File: src/rtl/ir_nec_rx.sv
// NEC IR receiver: leader/bit window timing, complement check, pulse outputs.
// Optional key-held repeat support enabled by defining IR_REPEAT_EN.
module ir_nec_rx #(
  parameter int CNT_W    = 9,
  parameter int LEAD_LO  = 256,
  parameter int LEAD_HI  = 128,
  parameter int RPT_HI   = 64,
  parameter int BIT0     = 32,
  parameter int BIT1     = 64,
  parameter int LEAD_TOL = 40,
  parameter int BIT_TOL  = 10,
  parameter int ADDR_CHK = 0
) (
  input  logic       clk,
  input  logic       rst,
  input  logic       ir,
  output logic [7:0] addr,
  output logic [7:0] key_code,
  output logic       valid,
  output logic       rpt,
  output logic       err,
  output logic       busy
);

  typedef enum logic [3:0] {
    S_IDLE = 4'b0001,
    S_LLO  = 4'b0010,
    S_LHI  = 4'b0100,
    S_DATA = 4'b1000
  } state_t;

  localparam logic [CNT_W-1:0] CNT_MAX = '1;

  function automatic logic in_win(
    input int c,
    input int n,
    input int t
  );
    return (c > n - t) && (c < n + t);
  endfunction

  logic             s1_q, s1_d;
  logic             s2_q, s2_d;
  state_t           state_q, state_d;
  logic [CNT_W-1:0] cnt_q, cnt_d;
  logic [4:0]       bit_q, bit_d;
  logic [31:0]      sr_q, sr_d;
  logic [7:0]       addr_q, addr_d;
  logic [7:0]       key_q, key_d;
  logic             valid_q, valid_d;
  logic             err_q, err_d;
`ifdef IR_REPEAT_EN
  logic             rpt_q, rpt_d;
  logic             held_q, held_d;
`endif

  logic        fall, rise, tmo;
  logic        w_llo, w_lhi, w_rpt, w_b0, w_b1;
  logic [31:0] word;
  logic        word_ok;
  int          cnt_i;

  assign fall  = s2_q & ~s1_q;
  assign rise  = ~s2_q & s1_q;
  assign tmo   = (cnt_q == CNT_MAX);
  assign cnt_i = int'(cnt_q);

  assign w_llo = in_win(cnt_i, LEAD_LO, LEAD_TOL);
  assign w_lhi = in_win(cnt_i, LEAD_HI, LEAD_TOL);
  assign w_rpt = in_win(cnt_i, RPT_HI, BIT_TOL);
  assign w_b0  = in_win(cnt_i, BIT0, BIT_TOL);
  assign w_b1  = in_win(cnt_i, BIT1, BIT_TOL);

  assign word    = {w_b1, sr_q[31:1]};
  assign word_ok = (word[31:24] == ~word[23:16]) &&
                   ((ADDR_CHK == 0) ||
                    (word[15:8] == ~word[7:0]));

  // Two-flop synchroniser inputs
  always_comb begin
    s1_d = ir;
    s2_d = s1_q;
  end

  // Synchroniser registers, idle-high after reset
  always_ff @(posedge clk) begin
    if (rst) begin
      s1_q <= 1'b1;
      s2_q <= 1'b1;
    end else begin
      s1_q <= s1_d;
      s2_q <= s2_d;
    end
  end

  // Next-state, counter, shift register and pulse logic
  always_comb begin
    state_d = state_q;
    cnt_d   = cnt_q;
    bit_d   = bit_q;
    sr_d    = sr_q;
    addr_d  = addr_q;
    key_d   = key_q;
    valid_d = 1'b0;
    err_d   = 1'b0;
`ifdef IR_REPEAT_EN
    rpt_d   = 1'b0;
    held_d  = held_q;
`endif
    if (state_q != S_IDLE && !tmo) begin
      cnt_d = cnt_q + 1'b1;
    end
    unique case (state_q)
      S_IDLE: begin
        cnt_d = '0;
        if (fall) begin
          state_d = S_LLO;
          bit_d   = '0;
        end
      end
      S_LLO: begin
        if (rise) begin
          cnt_d = '0;
          if (w_llo) begin
            state_d = S_LHI;
          end else begin
            err_d   = 1'b1;
            state_d = S_IDLE;
          end
        end else if (tmo) begin
          err_d   = 1'b1;
          state_d = S_IDLE;
        end
      end
      S_LHI: begin
        if (fall) begin
          cnt_d = '0;
          if (w_lhi) begin
            state_d = S_DATA;
            bit_d   = '0;
          end else if (w_rpt) begin
            state_d = S_IDLE;
`ifdef IR_REPEAT_EN
            if (held_q) begin
              rpt_d = 1'b1;
            end else begin
              err_d = 1'b1;
            end
`else
            err_d = 1'b1;
`endif
          end else begin
            err_d   = 1'b1;
            state_d = S_IDLE;
          end
        end else if (tmo) begin
          err_d   = 1'b1;
          state_d = S_IDLE;
        end
      end
      S_DATA: begin
        if (fall) begin
          cnt_d = '0;
          if (w_b0 || w_b1) begin
            sr_d  = word;
            bit_d = bit_q + 5'd1;
            if (bit_q == 5'd31) begin
              state_d = S_IDLE;
              if (word_ok) begin
                addr_d  = word[7:0];
                key_d   = word[23:16];
                valid_d = 1'b1;
              end else begin
                err_d = 1'b1;
              end
            end
          end else begin
            err_d   = 1'b1;
            state_d = S_IDLE;
          end
        end else if (tmo) begin
          err_d   = 1'b1;
          state_d = S_IDLE;
        end
      end
      default: begin
        state_d = S_IDLE;
        cnt_d   = '0;
      end
    endcase
`ifdef IR_REPEAT_EN
    if (valid_d) begin
      held_d = 1'b1;
    end else if (err_d) begin
      held_d = 1'b0;
    end
`endif
  end

  // Decoder state and output registers
  always_ff @(posedge clk) begin
    if (rst) begin
      state_q <= S_IDLE;
      cnt_q   <= '0;
      bit_q   <= '0;
      sr_q    <= '0;
      addr_q  <= 8'h00;
      key_q   <= 8'hC0;
      valid_q <= 1'b0;
      err_q   <= 1'b0;
`ifdef IR_REPEAT_EN
      rpt_q   <= 1'b0;
      held_q  <= 1'b0;
`endif
    end else begin
      state_q <= state_d;
      cnt_q   <= cnt_d;
      bit_q   <= bit_d;
      sr_q    <= sr_d;
      addr_q  <= addr_d;
      key_q   <= key_d;
      valid_q <= valid_d;
      err_q   <= err_d;
`ifdef IR_REPEAT_EN
      rpt_q   <= rpt_d;
      held_q  <= held_d;
`endif
    end
  end

  assign addr     = addr_q;
  assign key_code = key_q;
  assign valid    = valid_q;
  assign err      = err_q;
  assign busy     = (state_q != S_IDLE);
`ifdef IR_REPEAT_EN
  assign rpt      = rpt_q;
`else
  assign rpt      = 1'b0;
`endif

endmodule
File: config.mk
export PLATFORM = sky130hd
export DESIGN_NAME = ir_nec_rx
export DESIGN_NICKNAME = d
export VERILOG_FILES = /design/src/rtl/ir_nec_rx.sv
export SDC_FILE = /design/constraint.sdc
export NUM_CORES = 1
export LEC_CHECK = 0
export BUFFER_PORTS_ARGS = -buffer_cell sky130_fd_sc_hd__clkbuf_2
export CAP_MARGIN = 20
export CORE_ASPECT_RATIO = 0.8
export CORE_UTILIZATION = 59
export DETAILED_ROUTE_END_ITERATION = 10
export MAX_ROUTING_LAYER = met4
export PLACE_DENSITY = 0.81
export SYNTH_ARGS = -nofsm -noshare
export SYNTH_HDL_FRONTEND = slang
export SYNTH_SLANG_ARGS = --single-unit
File: constraint.sdc
create_clock -name clk -period 2.2 [get_ports clk]
set_input_delay 0.11 -clock clk [delete_from_list [all_inputs] [get_ports clk]]
set_output_delay 0.11 -clock clk [all_outputs]
set_load 0.01 [all_outputs]
==> flow_summary_export.csv, run 1 <==
group,metric,value,unit
routing,wl,7150,um
die,die_y,67.7,um
critical_path,worstSetupStartpointType,"flop",
power_and_ir_drop,power_frac_comb,0.039,
sta,hold_viol,0,
critical_path,critPathSlowestCell,"a211oi_4",
placement,placed_area,3470,sq um
die,die_w,84.2,um
yosys,synth_fp_nets,354,
critical_path,r2r-start,"cnt_q[2]",
power_and_ir_drop,p_sw,578,uW
power_and_ir_drop,clkPwrFrac,0.482,
run_status,status,"finished with violations",
power_and_ir_drop,p_leak,0.00183,uW
sta,slew_violations,0,
routing,drt_iter0_drc,148,
power_and_ir_drop,p_total,2630,uW
sta,setup_ws,-0.0191,ns
yosys,synth_edf_count,0,
final_layout,fillers,329,
clock_tree,clk_pin_slew,0.08,ns
routing,vias,2627,
routing,ant_nets,0,
yosys,synth-main-ff-cell,"dfxtp_1",
final_layout,antenna_cells,0,
die,dieArea,5700,sq um
yosys,synth_top_area_cell,"dfxtp_1",
power_and_ir_drop,ir_drop,0.542,mV
yosys,synth_area_leaders,"dfxtp_1, mux2i_1, nor2_1",
yosys,syn_area,3190,sq um
die,row_count,23,
yosys,synth_cells,346,
sta,finalClockSkew,0.0112,ns
flow_run,max_cap_violations,0,
yosys,synth_cell_types,52,
clock_tree,clk_latency,0.36,ns
power_and_ir_drop,swShare,0.220,
final_layout,design_area,3870,sq um
routing,firstDrtPassIters,4,
global_route,grt_overflow_total,0,
power_and_ir_drop,pwr-share-seq,0.479,
global_route,grt_pass1_vias,2242,
critical_path,required,2.46,ns
placement,dp.cells,431,
sta,fmax,0.451,GHz
final_layout,syn_to_final_growth,21.5,%
clock_tree,numCtsBuffers,9,
yosys,synth_top_area_frac,0.433,
clock_tree,cts.sinks,69,
die,core-area,5090,sq um
critical_path,timing.critical_path.mode_cell,"buf_4",
yosys,synthArstFlopShare,0,
hold_path,hp-start,"rst",
clock_tree,cts-root-buf,"clkbuf_8",
sta,rsz0062_at_grt,"yes",
routing,drc,0,
final_layout,layout-drive-gt1-share,0.234,
yosys,synth_seq_cells,69,
critical_path,cp_cell_sequence,"buf_4, o21ai_0, nand3_1, a211oi_4, buf_4, o21ai_4, or2_1, a211o_1",
final_layout,instances_no_fill,456,
critical_path,cp_data_arrival_time,2.47,ns
placement,globalplace.congestion,0.927,
global_route,antenna_found_initial,0,
clock_tree,cts_htree_levels,3,
die,ios,23,
sta,setup_viol,1,
yosys,seq_area_frac_synth,0.433,
placement,port-buffer-count,21,
power_and_ir_drop,intPower,2050,uW
routing,wl_per_cell,15.7,um
critical_path,critPathKind,"reg2reg",
critical_path,startpoint,"cnt_q[2]",
sta,final.min_clock_period,2.22,ns
global_route,grt_usage,0.249,
critical_path,endpoint_kind,"flop",
global_route,grt_pass1_wl,10400,um
die,initial_core_util,0.626,
sta,fin_crit_sh,1.01,
placement,place_hpwl,4310,um
run_status,failed_checks,"setup timing",
clock_tree,tritoncts,"yes",
sta,setup_tns,-0.0191,ns
critical_path,critical-path-max-stage-delay,0.37,ns
power_and_ir_drop,power.density,679,nW/um^2
hold_path,holdCritPathClass,"in2reg",
yosys,ys.warnings.count,0,
final_layout,final_nets,397,
clock_tree,cts_buffer_depth,2,
global_route,grt_max_degree,50,
routing,viasPerCell,5.76,
yosys,syn_avg_cell_area,9.21,sq um
critical_path,path_max_fanout,7,
==> power by group through the flow <==
stage	registers [uW]	logic, uW	clock network [uW]
after floorplan	1290	61.0	0
after global placement	1290	86.6	0
after detailed placement	1290	87.4	0
after CTS	1260	97.2	1280
after global routing	1260	110	1330
final	1260	102	1270
==> layout make-up <==
cell class	instances	area, sq um	area share
multi-input cells	249	1730	0.447
clock inverters	7	120	0.0310
well taps	62	77.6	0.0200
inverters	7	26.3	0.00679
flip-flops and latches	69	1390	0.358
repair buffers	53	408	0.105
clock buffers	9	124	0.0320
==> critical path: cells and delay by family, from the launching register on <==
kind	cells	cell delay, ns
compound gates	4	0.97
buf+inv	2	0.35
flops	1	0.33
simple gates	2	0.47
==> per-layer routing <==
layer  part of all wire  track usage
met1               0.46        0.302
met2               0.48        0.392
met3              0.047       0.0807
met4              0.014       0.0905
met5                  0            -
==> Yosys cell counts (6+ instances only) <==
cell type	n
a21oi_1	13
buf_4	6
clkbuf_1	10
dfxtp_1	69
inv_1	7
mux2i_1	46
nand2_1	18
nand3_1	7
nor2_1	64
nor2b_1	7
o21ai_0	9
xnor2_1	11
xor2_1	6
==> cells by family after synthesis <==
logic type,after synthesis,synth area share
muxes,46,0.144
buffers and inverters,28,0.0440
adders and majority gates,5,0.0196
DFF,69,0.433
AOI/OAI and AO/OA,44,0.0927
xor gates and xnor gates,17,0.0467
and+or+nand+nor,136,0.218
other,1,0.00118
==> through the flow <==
step	utilization	worst slack, ns	hold slack (ns)
6_report	0.760	-0.0191	0.0725
3_5_place_dp	0.681	-0.00721	0.300
5_1_grt	0.760	-0.0985	0.0710
4_1_cts	0.734	0.0113	0.0416
3_3_place_gp	0.681	0.0553	0.294
2_1_floorplan	-	0.140	0.214
==> state kept, by name, summed over array words and instances, names as in the netlist <==
signal	cells
sr_q	31
cnt_q	9
addr	8
key_code	8
bit_q	5
state_q	4
err	1
s1_q	1
s2_q	1
valid	1
==> cells in the final DEF (no fill, tap or decap), types with 4 or more instances in the layout <==
cell type and n:
dfxtp_1 66, nor2_1 64, mux2i_1 46, buf_4 27, clkbuf_2 21, nand2_1 18
a21oi_1 13, xnor2_1 11, o21ai_0 9, clkbuf_8 9, inv_1 7, nor2b_1 7
nand3_1 6, xor2_1 6, nand2b_1 5, or2_2 4, ha_1 4
==> repair_timing <==
item                                   in CTS  in global routing
endpoints found under the hold margin       1                  0
setup endpoints to repair                  10                 26
pin swaps                                   2                  4
hold buffers                                1                  0
buffers inserted                            2                  4
gates cloned                                0                  2
resized for setup                           1                 12
==> path summary, 6_finish.rpt <==
kind | endpoint | slack (ns) | cells past startpoint
worst max-delay path | state_q[0] | -0.02 | 8
worst max register to register | state_q[0] | -0.02 | 8
worst min-delay path | state_q[1] | 0.07 | 2
worst min register to register | sr_q[31] | 0.49 | 2
Note: power is estimated with default switching activity, not from simulation.
==> inputs of run 2 (changes only) <==
--- a/config.mk
+++ b/config.mk
@@ -8,10 +8,10 @@
 export BUFFER_PORTS_ARGS = -buffer_cell sky130_fd_sc_hd__clkbuf_2
 export CAP_MARGIN = 20
 export CORE_ASPECT_RATIO = 0.8
-export CORE_UTILIZATION = 59
+export CORE_UTILIZATION = 28
 export DETAILED_ROUTE_END_ITERATION = 10
 export MAX_ROUTING_LAYER = met4
-export PLACE_DENSITY = 0.81
+export PLACE_DENSITY = 0.46
 export SYNTH_ARGS = -nofsm -noshare
 export SYNTH_HDL_FRONTEND = slang
 export SYNTH_SLANG_ARGS = --single-unit
==> flow_summary_export.csv, run 2 (same netlist as run 1, synthesis figures left out) <==
group,metric,value,unit
routing,wl,6990,um
power_and_ir_drop,p_sw,623,uW
routing,drc,0,
placement,place_hpwl,4610,um
power_and_ir_drop,pwr-share-seq,0.451,
die,initial_core_util,0.290,
global_route,antenna_found_initial,0,
clock_tree,cts.sinks,69,
final_layout,final_nets,399,
sta,finalClockSkew,0.00559,ns
hold_path,holdCritPathClass,"in2reg",
sta,setup_ws,0.0778,ns
final_layout,syn_to_final_growth,29.0,%
clock_tree,tritoncts,"yes",
global_route,grt_max_degree,54,
sta,setup_tns,0,ns
final_layout,design_area,4110,sq um
sta,final.min_clock_period,2.12,ns
clock_tree,cts-root-buf,"clkbuf_16",
global_route,grt_overflow_total,0,
global_route,grt_pass1_vias,2330,
placement,placed_area,3620,sq um
critical_path,endpoint_kind,"flop",
sta,worst_slew_pin_slew,0.560,ns
final_layout,fin_util,0.374,
die,ios,23,
power_and_ir_drop,clkPwrFrac,0.514,
routing,vias,2525,
critical_path,required,2.46,ns
flow_run,max_cap_violations,0,
die,dieArea,11800,sq um
placement,port-buffer-count,21,
power_and_ir_drop,ir_drop,0.325,mV
sta,setup_viol,0,
routing,drt_iter0_drc,94,
power_and_ir_drop,swShare,0.224,
critical_path,worstSetupStartpointType,"flop",
routing,firstDrtPassIters,4,
global_route,grt_usage,0.123,
final_layout,antenna_cells,0,
clock_tree,clk_pin_slew,0.06,ns
power_and_ir_drop,p_total,2790,uW
power_and_ir_drop,intPower,2160,uW
sta,slew_violations,0,
clock_tree,cts_buffer_depth,2,
final_layout,layout_common_cells,"nor2_1, dfxtp_1, mux2i_1, buf_4, clkbuf_2",
sta,fmax,0.471,GHz
routing,wl_per_cell,12.9,um
clock_tree,cts_htree_levels,3,
die,row_count,34,
power_and_ir_drop,p_leak,0.00185,uW
critical_path,cp_data_arrival_time,2.39,ns
sta,hold_viol,0,
final_layout,largest_reg_flops,31,
routing,ant_nets,0,
die,die_w,121,um
clock_tree,clk_latency,0.33,ns
run_status,status,"finished, final reports clean",
die,die_y,97.4,um
critical_path,path_max_fanout,6,
final_layout,top_register,"sr_q",
power_and_ir_drop,power.density,678,nW/um^2
sta,fin_crit_sh,0.965,
power_and_ir_drop,power_frac_comb,0.035,
final_layout,reg_top3,"sr_q x31, cnt_q x9",
final_layout,layout-drive-gt1-share,0.250,
placement,globalplace.congestion,0.844,
global_route,grt_pass1_wl,11100,um
critical_path,critPathKind,"reg2reg",
sta,rsz0062_at_grt,"yes",
clock_tree,numCtsBuffers,9,
routing,viasPerCell,4.68,
placement,post-place-ws,0.0160,ns
sta,relSlewSlack,0.627,
die,core-area,11000,sq um
-- run 2: cell count changes in the layout (fill, tap and decap cells not counted), moves of 3 or more --
| cell | before | now |
|---|---|---|
| clkinvlp_4 | 1 | 4 |
| dfxtp_4 | 0 | 3 |
| clkbuf_8 | 9 | 0 |
| clkbuf_16 | 2 | 11 |
-- run 2: critical path: stages, from the launching register on --
cell and delay (ns):
dfxtp_1 0.37, inv_1 0.09, ha_1 0.20, nor2b_1 0.14, o21a_1 0.22, o31ai_2 0.30
nand3_2 0.17, or4_1 0.42, a21boi_1 0.14
-- run 2: cell type report --
cell class | count | area (sq um)
clock inverter | 7 | 73.8
inverter | 7 | 26.3
timing repair buffer | 55 | 423
clock buffer | 9 | 225
multi-input combinational | 249 | 1790
tap | 144 | 180
fill | 1106 | 6870
sequential | 69 | 1400
-- run 2: routing by layer --
metal / global-route usage / wire (um)
met1: 0.162 / 3640
met2: 0.176 / 3000
met3: 0.0370 / 276
met4: 0.0484 / 77
met5: - / 0
-- run 2: power by group through the flow --
stage | sequential [uW] | clock (uW) | combinational (uW)
final | 1260 | 1430 | 98.6
after global routing | 1260 | 1530 | 111
after CTS | 1260 | 1470 | 96.3
after detailed placement | 1290 | 0 | 94.6
after global placement | 1290 | 0 | 95.0
after floorplan | 1290 | 0 | 61.0
-- run 2: path summary, 6_finish.rpt --
check | start | to | slack, ns | cells after the start
worst max-delay path | cnt_q[0] | bit_q[3] | 0.08 | 8
worst min-delay path | rst | state_q[1] | 0.05 | 2
worst max register to register | cnt_q[0] | bit_q[3] | 0.08 | 8
worst min register to register | bit_q[4] | bit_q[4] | 0.48 | 2
-- run 2: timing repair --
action                                  4_1_cts  5_1_grt
gates resized for setup                       1       24
pin swaps                                     0        4
setup buffers                                 0        2
hold buffers                                  1        0
cloned                                        0        2
endpoints found under the hold margin         1        0
endpoints found under the setup margin        1       25
-- run 2: metrics by stage --
step                      hold slack [ns]  instances
after global placement              0.302        519
after global routing               0.0810        540
after floorplan                     0.214        346
final                              0.0518        540
after detailed placement            0.313        519
after CTS                          0.0335        536
